File: src/rtl/lfsr_pkg.sv
// Shared LFSR definitions: maximal-length tap masks, FSM state type and one-shift helper.
// Purely combinational content, no latency or flow control of its own.
package lfsr_pkg;

    localparam int MIN_WIDTH = 2;
    localparam int MAX_WIDTH = 32;

    typedef enum logic {
        IDLE = 1'b0,
        RUN  = 1'b1
    } lfsr_state_t;

    // Polynomial tap t lives in bit t-1; entry W is a primitive degree-W polynomial.
    localparam logic [31:0] TAP_MASK [MIN_WIDTH:MAX_WIDTH] = '{
        32'h0000_0003, 32'h0000_0006, 32'h0000_000C, 32'h0000_0014,
        32'h0000_0030, 32'h0000_0060, 32'h0000_00B8, 32'h0000_0110,
        32'h0000_0240, 32'h0000_0500, 32'h0000_0829, 32'h0000_100D,
        32'h0000_2015, 32'h0000_6000, 32'h0000_D008, 32'h0001_2000,
        32'h0002_0400, 32'h0004_0023, 32'h0009_0000, 32'h0014_0000,
        32'h0030_0000, 32'h0042_0000, 32'h00E1_0000, 32'h0120_0000,
        32'h0200_0023, 32'h0400_0013, 32'h0900_0000, 32'h1400_0000,
        32'h2000_0029, 32'h4800_0000, 32'h8020_0003
    };

    function automatic logic [31:0] lfsr_step(input logic [31:0] state, input int width);
        logic [31:0] keep;
        logic        fb;
        fb   = ^(state & TAP_MASK[width]);
        keep = (width >= 32) ? 32'hFFFF_FFFF : ((32'd1 << width) - 32'd1);
        return ((state << 1) | {31'd0, fb}) & keep;
    endfunction

endpackage

File: src/rtl/lfsr_bank_if.sv
// Control, seed and output-stream signals of the LFSR bank.
// slave = generator side, master = controller/consumer side.
interface lfsr_bank_if #(
    parameter int WIDTH    = 16,
    parameter int CHANNELS = 4
);
    localparam int CW = (CHANNELS > 1) ? $clog2(CHANNELS) : 1;

    logic                      start;
    logic                      stop;
    logic                      seed_valid;
    logic                      seed_ready;
    logic [CW-1:0]             seed_chan;
    logic [WIDTH-1:0]          seed;
    logic                      seed_zero_fix;
    logic                      rnd_valid;
    logic                      rnd_ready;
    logic [CHANNELS*WIDTH-1:0] rnd;
    logic [31:0]               xfer_count;

    modport master (
        output start, stop, seed_valid, seed_chan, seed, rnd_ready,
        input  seed_ready, seed_zero_fix, rnd_valid, rnd, xfer_count
    );

    modport slave (
        input  start, stop, seed_valid, seed_chan, seed, rnd_ready,
        output seed_ready, seed_zero_fix, rnd_valid, rnd, xfer_count
    );
endinterface

File: src/rtl/lfsr_channel.sv
// One Fibonacci LFSR register: seed load (zero replaced by 1) beats a STEPS-shift advance.
// Update lands one cycle after load/advance; the register holds whenever neither is asserted.
module lfsr_channel
    import lfsr_pkg::*;
#(
    parameter int WIDTH = 16,
    parameter int STEPS = 1,
    parameter int INIT  = 1
) (
    input  logic             clk,
    input  logic             rst,
    input  logic             i_load,
    input  logic [WIDTH-1:0] i_seed,
    input  logic             i_adv,
    output logic [WIDTH-1:0] o_state,
    output logic             o_zero_fix
);
    localparam logic [WIDTH-1:0] INIT_V = WIDTH'(INIT);

    logic [WIDTH-1:0] r_state;
    logic             r_zero_fix;
    logic [31:0]      w_walk;
    logic             w_seed_zero;

    assign w_seed_zero = (i_seed == '0);

    // All STEPS shifts are unrolled so a leap costs a single cycle.
    always_comb begin
        w_walk = 32'(r_state);
        for (int s = 0; s < STEPS; s++) begin
            w_walk = lfsr_step(w_walk, WIDTH);
        end
    end

    always_ff @(posedge clk) begin
        if (rst) begin
            r_state    <= INIT_V;
            r_zero_fix <= 1'b0;
        end else begin
            r_zero_fix <= i_load && w_seed_zero;
            if (i_load) begin
                r_state <= w_seed_zero ? WIDTH'(1) : i_seed;
            end else if (i_adv) begin
                r_state <= w_walk[WIDTH-1:0];
            end
        end
    end

    assign o_state    = r_state;
    assign o_zero_fix = r_zero_fix;
endmodule

File: src/rtl/lfsr_bank.sv
// Bank of CHANNELS LFSRs streamed as one valid/ready word; 1-cycle handshake-to-rnd latency.
// rnd_valid && !rnd_ready freezes every channel and the transfer counter until accepted.
module lfsr_bank
    import lfsr_pkg::*;
#(
    parameter int WIDTH    = 16,
    parameter int CHANNELS = 4,
    parameter int STEPS    = 1
) (
    input  logic         clk,
    input  logic         rst,
    lfsr_bank_if.slave   bus
);
    if (WIDTH < MIN_WIDTH || WIDTH > MAX_WIDTH) begin : g_bad_width
        $error("lfsr_bank: WIDTH must be in 2..32");
    end
    if (CHANNELS < 1 || longint'(CHANNELS) > ((longint'(1) << WIDTH) - longint'(1))) begin : g_bad_chan
        $error("lfsr_bank: CHANNELS must be in 1..2**WIDTH-1");
    end
    if (STEPS < 1 || STEPS > WIDTH) begin : g_bad_steps
        $error("lfsr_bank: STEPS must be in 1..WIDTH");
    end

    lfsr_state_t               r_fsm;
    logic                      r_rnd_valid;
    logic [31:0]               r_xfer_count;
    logic                      w_fire;
    logic [CHANNELS-1:0]       w_load;
    logic [CHANNELS-1:0]       w_zero_fix;
    logic [CHANNELS*WIDTH-1:0] w_rnd;

    assign w_fire = r_rnd_valid && bus.rnd_ready;

    for (genvar c = 0; c < CHANNELS; c++) begin : g_ch
        // Out-of-range channel indices match no channel and are dropped.
        assign w_load[c] = bus.seed_valid && (32'(bus.seed_chan) == c);

        lfsr_channel #(
            .WIDTH (WIDTH),
            .STEPS (STEPS),
            .INIT  (c + 1)
        ) u_ch (
            .clk        (clk),
            .rst        (rst),
            .i_load     (w_load[c]),
            .i_seed     (bus.seed),
            .i_adv      (w_fire),
            .o_state    (w_rnd[c*WIDTH +: WIDTH]),
            .o_zero_fix (w_zero_fix[c])
        );
    end

    // stop dominates start; start in RUN and stop in IDLE fall through untouched.
    always_ff @(posedge clk) begin
        if (rst) begin
            r_fsm        <= IDLE;
            r_rnd_valid  <= 1'b0;
            r_xfer_count <= 32'd0;
        end else begin
            if (w_fire) begin
                r_xfer_count <= r_xfer_count + 32'd1;
            end
            case (r_fsm)
                IDLE: begin
                    if (bus.start && !bus.stop) begin
                        r_fsm       <= RUN;
                        r_rnd_valid <= 1'b1;
                    end
                end
                RUN: begin
                    if (bus.stop) begin
                        r_fsm       <= IDLE;
                        r_rnd_valid <= 1'b0;
                    end
                end
                default: begin
                    r_fsm       <= IDLE;
                    r_rnd_valid <= 1'b0;
                end
            endcase
        end
    end

    assign bus.seed_ready    = 1'b1;
    assign bus.seed_zero_fix = |w_zero_fix;
    assign bus.rnd_valid     = r_rnd_valid;
    assign bus.rnd           = w_rnd;
    assign bus.xfer_count    = r_xfer_count;
endmodule

File: src/flat_wrapper.sv
// flat-port wrapper written by rule: the top's interface ports become plain ports
module lfsr_bank_flat import lfsr_pkg::*;
#(
    parameter int WIDTH    = 16,
    parameter int CHANNELS = 4,
    parameter int STEPS    = 1
)
  (clk, rst, bus_start, bus_stop, bus_seed_valid, bus_seed_chan, bus_seed, bus_rnd_ready, bus_seed_ready, bus_seed_zero_fix, bus_rnd_valid, bus_rnd, bus_xfer_count);
  lfsr_bank_if #(.WIDTH(WIDTH), .CHANNELS(CHANNELS)) bus_i ();
  input  logic clk;
  input  logic rst;
  input wire logic [$bits(bus_i.start)-1:0] bus_start;
  input wire logic [$bits(bus_i.stop)-1:0] bus_stop;
  input wire logic [$bits(bus_i.seed_valid)-1:0] bus_seed_valid;
  input wire logic [$bits(bus_i.seed_chan)-1:0] bus_seed_chan;
  input wire logic [$bits(bus_i.seed)-1:0] bus_seed;
  input wire logic [$bits(bus_i.rnd_ready)-1:0] bus_rnd_ready;
  output wire logic [$bits(bus_i.seed_ready)-1:0] bus_seed_ready;
  output wire logic [$bits(bus_i.seed_zero_fix)-1:0] bus_seed_zero_fix;
  output wire logic [$bits(bus_i.rnd_valid)-1:0] bus_rnd_valid;
  output wire logic [$bits(bus_i.rnd)-1:0] bus_rnd;
  output wire logic [$bits(bus_i.xfer_count)-1:0] bus_xfer_count;
  assign bus_i.start = bus_start;
  assign bus_i.stop = bus_stop;
  assign bus_i.seed_valid = bus_seed_valid;
  assign bus_i.seed_chan = bus_seed_chan;
  assign bus_i.seed = bus_seed;
  assign bus_i.rnd_ready = bus_rnd_ready;
  assign bus_seed_ready = bus_i.seed_ready;
  assign bus_seed_zero_fix = bus_i.seed_zero_fix;
  assign bus_rnd_valid = bus_i.rnd_valid;
  assign bus_rnd = bus_i.rnd;
  assign bus_xfer_count = bus_i.xfer_count;
  lfsr_bank #(.WIDTH(WIDTH), .CHANNELS(CHANNELS), .STEPS(STEPS)) u_core (.clk(clk), .rst(rst), .bus(bus_i));
endmodule
File: config.mk
export PLATFORM = sky130hd
export DESIGN_NAME = lfsr_bank_flat
export DESIGN_NICKNAME = d
export VERILOG_FILES = /design/src/rtl/lfsr_pkg.sv /design/src/rtl/lfsr_bank_if.sv /design/src/rtl/lfsr_channel.sv /design/src/rtl/lfsr_bank.sv /design/src/flat_wrapper.sv
export SDC_FILE = /design/constraint.sdc
export NUM_CORES = 1
export LEC_CHECK = 0
export BUFFER_PORTS_ARGS = -buffer_cell sky130_fd_sc_hd__buf_2
export CAP_MARGIN = 20
export CORE_UTILIZATION = 40
export DETAILED_ROUTE_END_ITERATION = 10
export GPL_ROUTABILITY_DRIVEN = 0
export GPL_TIMING_DRIVEN = 0
export MAX_ROUTING_LAYER = met4
export SLEW_MARGIN = 40
export SYNTH_ARGS = -nofsm -noshare
export SYNTH_HDL_FRONTEND = slang
export SYNTH_SLANG_ARGS = --single-unit
File: constraint.sdc
create_clock -name clk -period 3 [get_ports clk]
set_clock_uncertainty 0.1 [all_clocks]
set_input_delay 0.15 -clock clk [delete_from_list [all_inputs] [get_ports clk]]
set_output_delay 0.15 -clock clk [all_outputs]
set_load 0.02 [all_outputs]
==> flow_summary.json <==
{
  "status": "complete, no violations",
  "grt_overflow": 0,
  "path_max_fanout": 10,
  "fin_setup_tns_ps": 0,
  "clk_pin_slew_worst_paths_ps": 70,
  "drive_above_1_share": 0.200,
  "cp-start-kind": "register",
  "mostFrequentLayoutCells": "nand2_1, buf_2, dfxtp_1, nor2_1, a311oi_1",
  "crit_chain": "and2_1 > clkbuf_1 > clkbuf_1 > clkbuf_1 > nand2_1 > a311oi_1",
  "dp_cells": 842,
  "routed_via_density": 5.70,
  "die_h_um": 109,
  "initial_core_util": 0.418,
  "die_w_um": 109,
  "critical_path_class": "reg2reg",
  "async_flop_share": 0,
  "synth_edf_count": 0,
  "layout_min_cycle_time_ps": 2570,
  "cap_violations": 0,
  "ctsResizeCount": 0,
  "fin_util": 0.518,
  "nets": 740,
  "reg2reg_depth": 6,
  "rr_startpoint": "u_core.bus.rnd_valid",
  "hold_viol": 0,
  "worst_hold_startpoint": "bus_seed[1]",
  "netlist_instances": 581,
  "critPathTopFamily": "buffers and inverters",
  "dp_hpwl_um": 10500,
  "synth-seq-area-share": 0.443,
  "grt_max_degree": 17,
  "grt_antenna_before_repair": 0,
  "htree_levels": 3,
  "path_buf_inv": 3,
  "tightest_slew_ps": 618,
  "crit_top_cell": "clkbuf_1",
  "clock-sinks": 102,
  "min_to": "u_core.g_ch[3].u_ch.o_state[1]",
  "cts_buffer_depth": 2,
  "core_um2": 11000,
  "port_buffers": 121,
  "drt-initial-drc-count": 348,
  "grt_first_pass_wirelength_um": 23200,
  "dr.pass1.iters": 5,
  "clock_latency_ps": 350,
  "rsz0062_at_grt": "no",
  "route.top_layer_used": "met4",
  "cp.required_ps": 3140,
  "root_buffer": "clkbuf_16",
  "power_density_nw_per_um2": 528,
  "endpoint_kind": "register",
  "syn2layout_area_growth_pct": 23.9,
  "cp_slowest_cell": "clkbuf_1",
  "crit_start": "u_core.bus.rnd_valid",
  "grt_use_total": 0.264,
  "synth_nets": 606,
  "tritoncts": "done",
  "p_leak_nw": 2.27,
  "seqCellArea_um2": 2040,
  "wl_met3_um": 1080,
  "reg2reg_to": "u_core.g_ch[0].u_ch.o_state[3]",
  "die_area_um2": 12000,
  "ios": 123,
  "slew_violations": 0,
  "numCtsBuffers": 9,
  "syn_area_um2": 4610,
  "period_share": 0.855,
  "stdcell_count": 860,
  "postRouteAntennaNets": 0,
  "drcViolationCount": 0,
  "layout_commonest_cell": "nand2_1",
  "setup_viol": 0,
  "syn_area_per_cell_um2": 7.94,
  "ys_ff_latch": 102,
  "hold_path.class": "in2reg",
  "wire_per_inst_um": 17.6,
  "num_antenna_cells": 0,
  "hold_path_depth": 3,
  "m1WireLength_um": 6590,
  "ys_types": 39,
  "grt_pass1_vias": 4475,
  "fill_cells": 1140,
  "arrival_ps": 2710,
  "multi_input_area_um2": 2360,
  "yosysWarnings": 0,
  "routed_wl_um": 15100,
  "reg2reg_slack_ps": 430,
  "cpPeakStageDelay_ps": 540,
  "max_freq_mhz": 390,
  "ir_worst_vdd_mv": 0.245,
  "dr_total_vias": 4905,
  "slew-limit-headroom": 0.588,
  "met2_wirelength_um": 6980,
  "rows": 38,
  "synthFlopType": "dfxtp_1"
}
sequential cells by signal (all words and copies together) (netlist names):
signal                       cells
u_core.g_ch.u_ch.o_state        64
u_core.bus.xfer_count           32
u_core.bus.rnd_valid             1
u_core.g_ch.u_ch.o_zero_fix      4
u_core.r_fsm                     1
worst register-to-register path, delay by kind of cell (launching register included):
kind / cells / cell delay (ps)
AO/OA/AOI/OAI: 1 / 300
buffers and inverters: 3 / 1410
flip-flops: 1 / 410
AND/OR/NAND/NOR: 2 / 250
metal layers:
layer / global-route usage / up-vias
met2: 0.413 / 207
met4: 0.113 / 0
met1: 0.342 / 2327
met5: - / -
met3: 0.0356 / 30
li1: - / 2341
final cells by class:
class | count | area share
clock buffer | 11 | 0.0425
clock inverter | 5 | 0.0101
timing repair buffer | 123 | 0.109
multi-input combinational | 425 | 0.412
tap | 140 | 0.0306
buffer | 51 | 0.0357
inverter | 3 | 0.00197
sequential | 102 | 0.357
cell usage after synthesis, drive strengths merged (2+ instances only):
| cell type | instances | area [µm²] |
|---|---|---|
| or4b | 2 | 20.0 |
| nand2 | 135 | 507 |
| nor3 | 2 | 10.0 |
| dfxtp | 102 | 2040 |
| clkbuf | 45 | 169 |
| o2111ai | 2 | 17.5 |
| or3 | 3 | 18.8 |
| and4 | 4 | 35.0 |
| nor2 | 79 | 297 |
| a21oi | 21 | 105 |
| and3 | 8 | 50.1 |
| nand4 | 11 | 75.1 |
| nand3b | 2 | 15.0 |
| nor4 | 6 | 37.5 |
| nand2b | 3 | 18.8 |
| xnor2 | 10 | 87.6 |
| o221ai | 2 | 17.5 |
| a311oi | 57 | 499 |
| nor2b | 2 | 12.5 |
| o21ai | 10 | 50.1 |
| buf | 6 | 35.0 |
| or4 | 16 | 120 |
| and2 | 2 | 12.5 |
| inv | 3 | 11.3 |
| o31ai | 16 | 120 |
| nand3 | 12 | 60.1 |
| xor2 | 12 | 105 |
timing repair:
item / in CTS / in global routing
hold buffers: 2 / 0
setup buffers: 0 / 0
endpoints found under the setup margin: 0 / 0
endpoints found under the hold margin: 1 / 0
how the worst max path moves through the flow:
stage / to / slack [ps] / cells after the start
final: u_core.g_ch[0].u_ch.o_state[3] / 430 / 6
after detailed placement: u_core.g_ch[0].u_ch.o_state[2] / 440 / 6
after global placement: u_core.g_ch[0].u_ch.o_state[1] / 450 / 6
after floorplan: u_core.bus.xfer_count[29] / 730 / 6
after CTS: u_core.g_ch[0].u_ch.o_state[1] / 420 / 6
after global routing: u_core.g_ch[3].u_ch.o_state[9] / 230 / 6
logic make-up (layout without fill, tap and decap cells):
| logic type | after synthesis | in the layout | share of synthesized area |
|---|---|---|---|
| simple gates | 290 | 290 | 0.284 |
| compound gates | 110 | 110 | 0.179 |
| flops | 102 | 102 | 0.443 |
| buf+inv | 54 | 193 | 0.0466 |
| xor+xnor | 22 | 22 | 0.0418 |
| fa+ha+maj | 1 | 1 | 0.00271 |
| other cells | 1 | 1 | 0.000813 |
| mux | 1 | 1 | 0.00244 |
through the flow:
stage / total power, W / setup WS (ps) / area, µm² / hold slack [ps]
global placement: 0.00184 / 448 / 5400 / 245
CTS: 0.00303 / 415 / 5720 / 37.3
finish: 0.00302 / 435 / 5720 / 55.1
detailed placement: 0.00184 / 442 / 5400 / 253
floorplan: 0.00169 / 732 / 4610 / 129
global route: 0.00312 / 225 / 5720 / 61.7
power by group:
| part | internal (W) | total (W) | switching, W |
|---|---|---|---|
| combinational | 0.000117 | 0.000359 | 0.000242 |
| clock | 0.000672 | 0.00120 | 0.000526 |
| sequential | 0.00141 | 0.00146 | 0.0000502 |
| total | 0.00220 | 0.00302 | 0.000818 |
No activity file was read; power rests on OpenSTA's default activity.
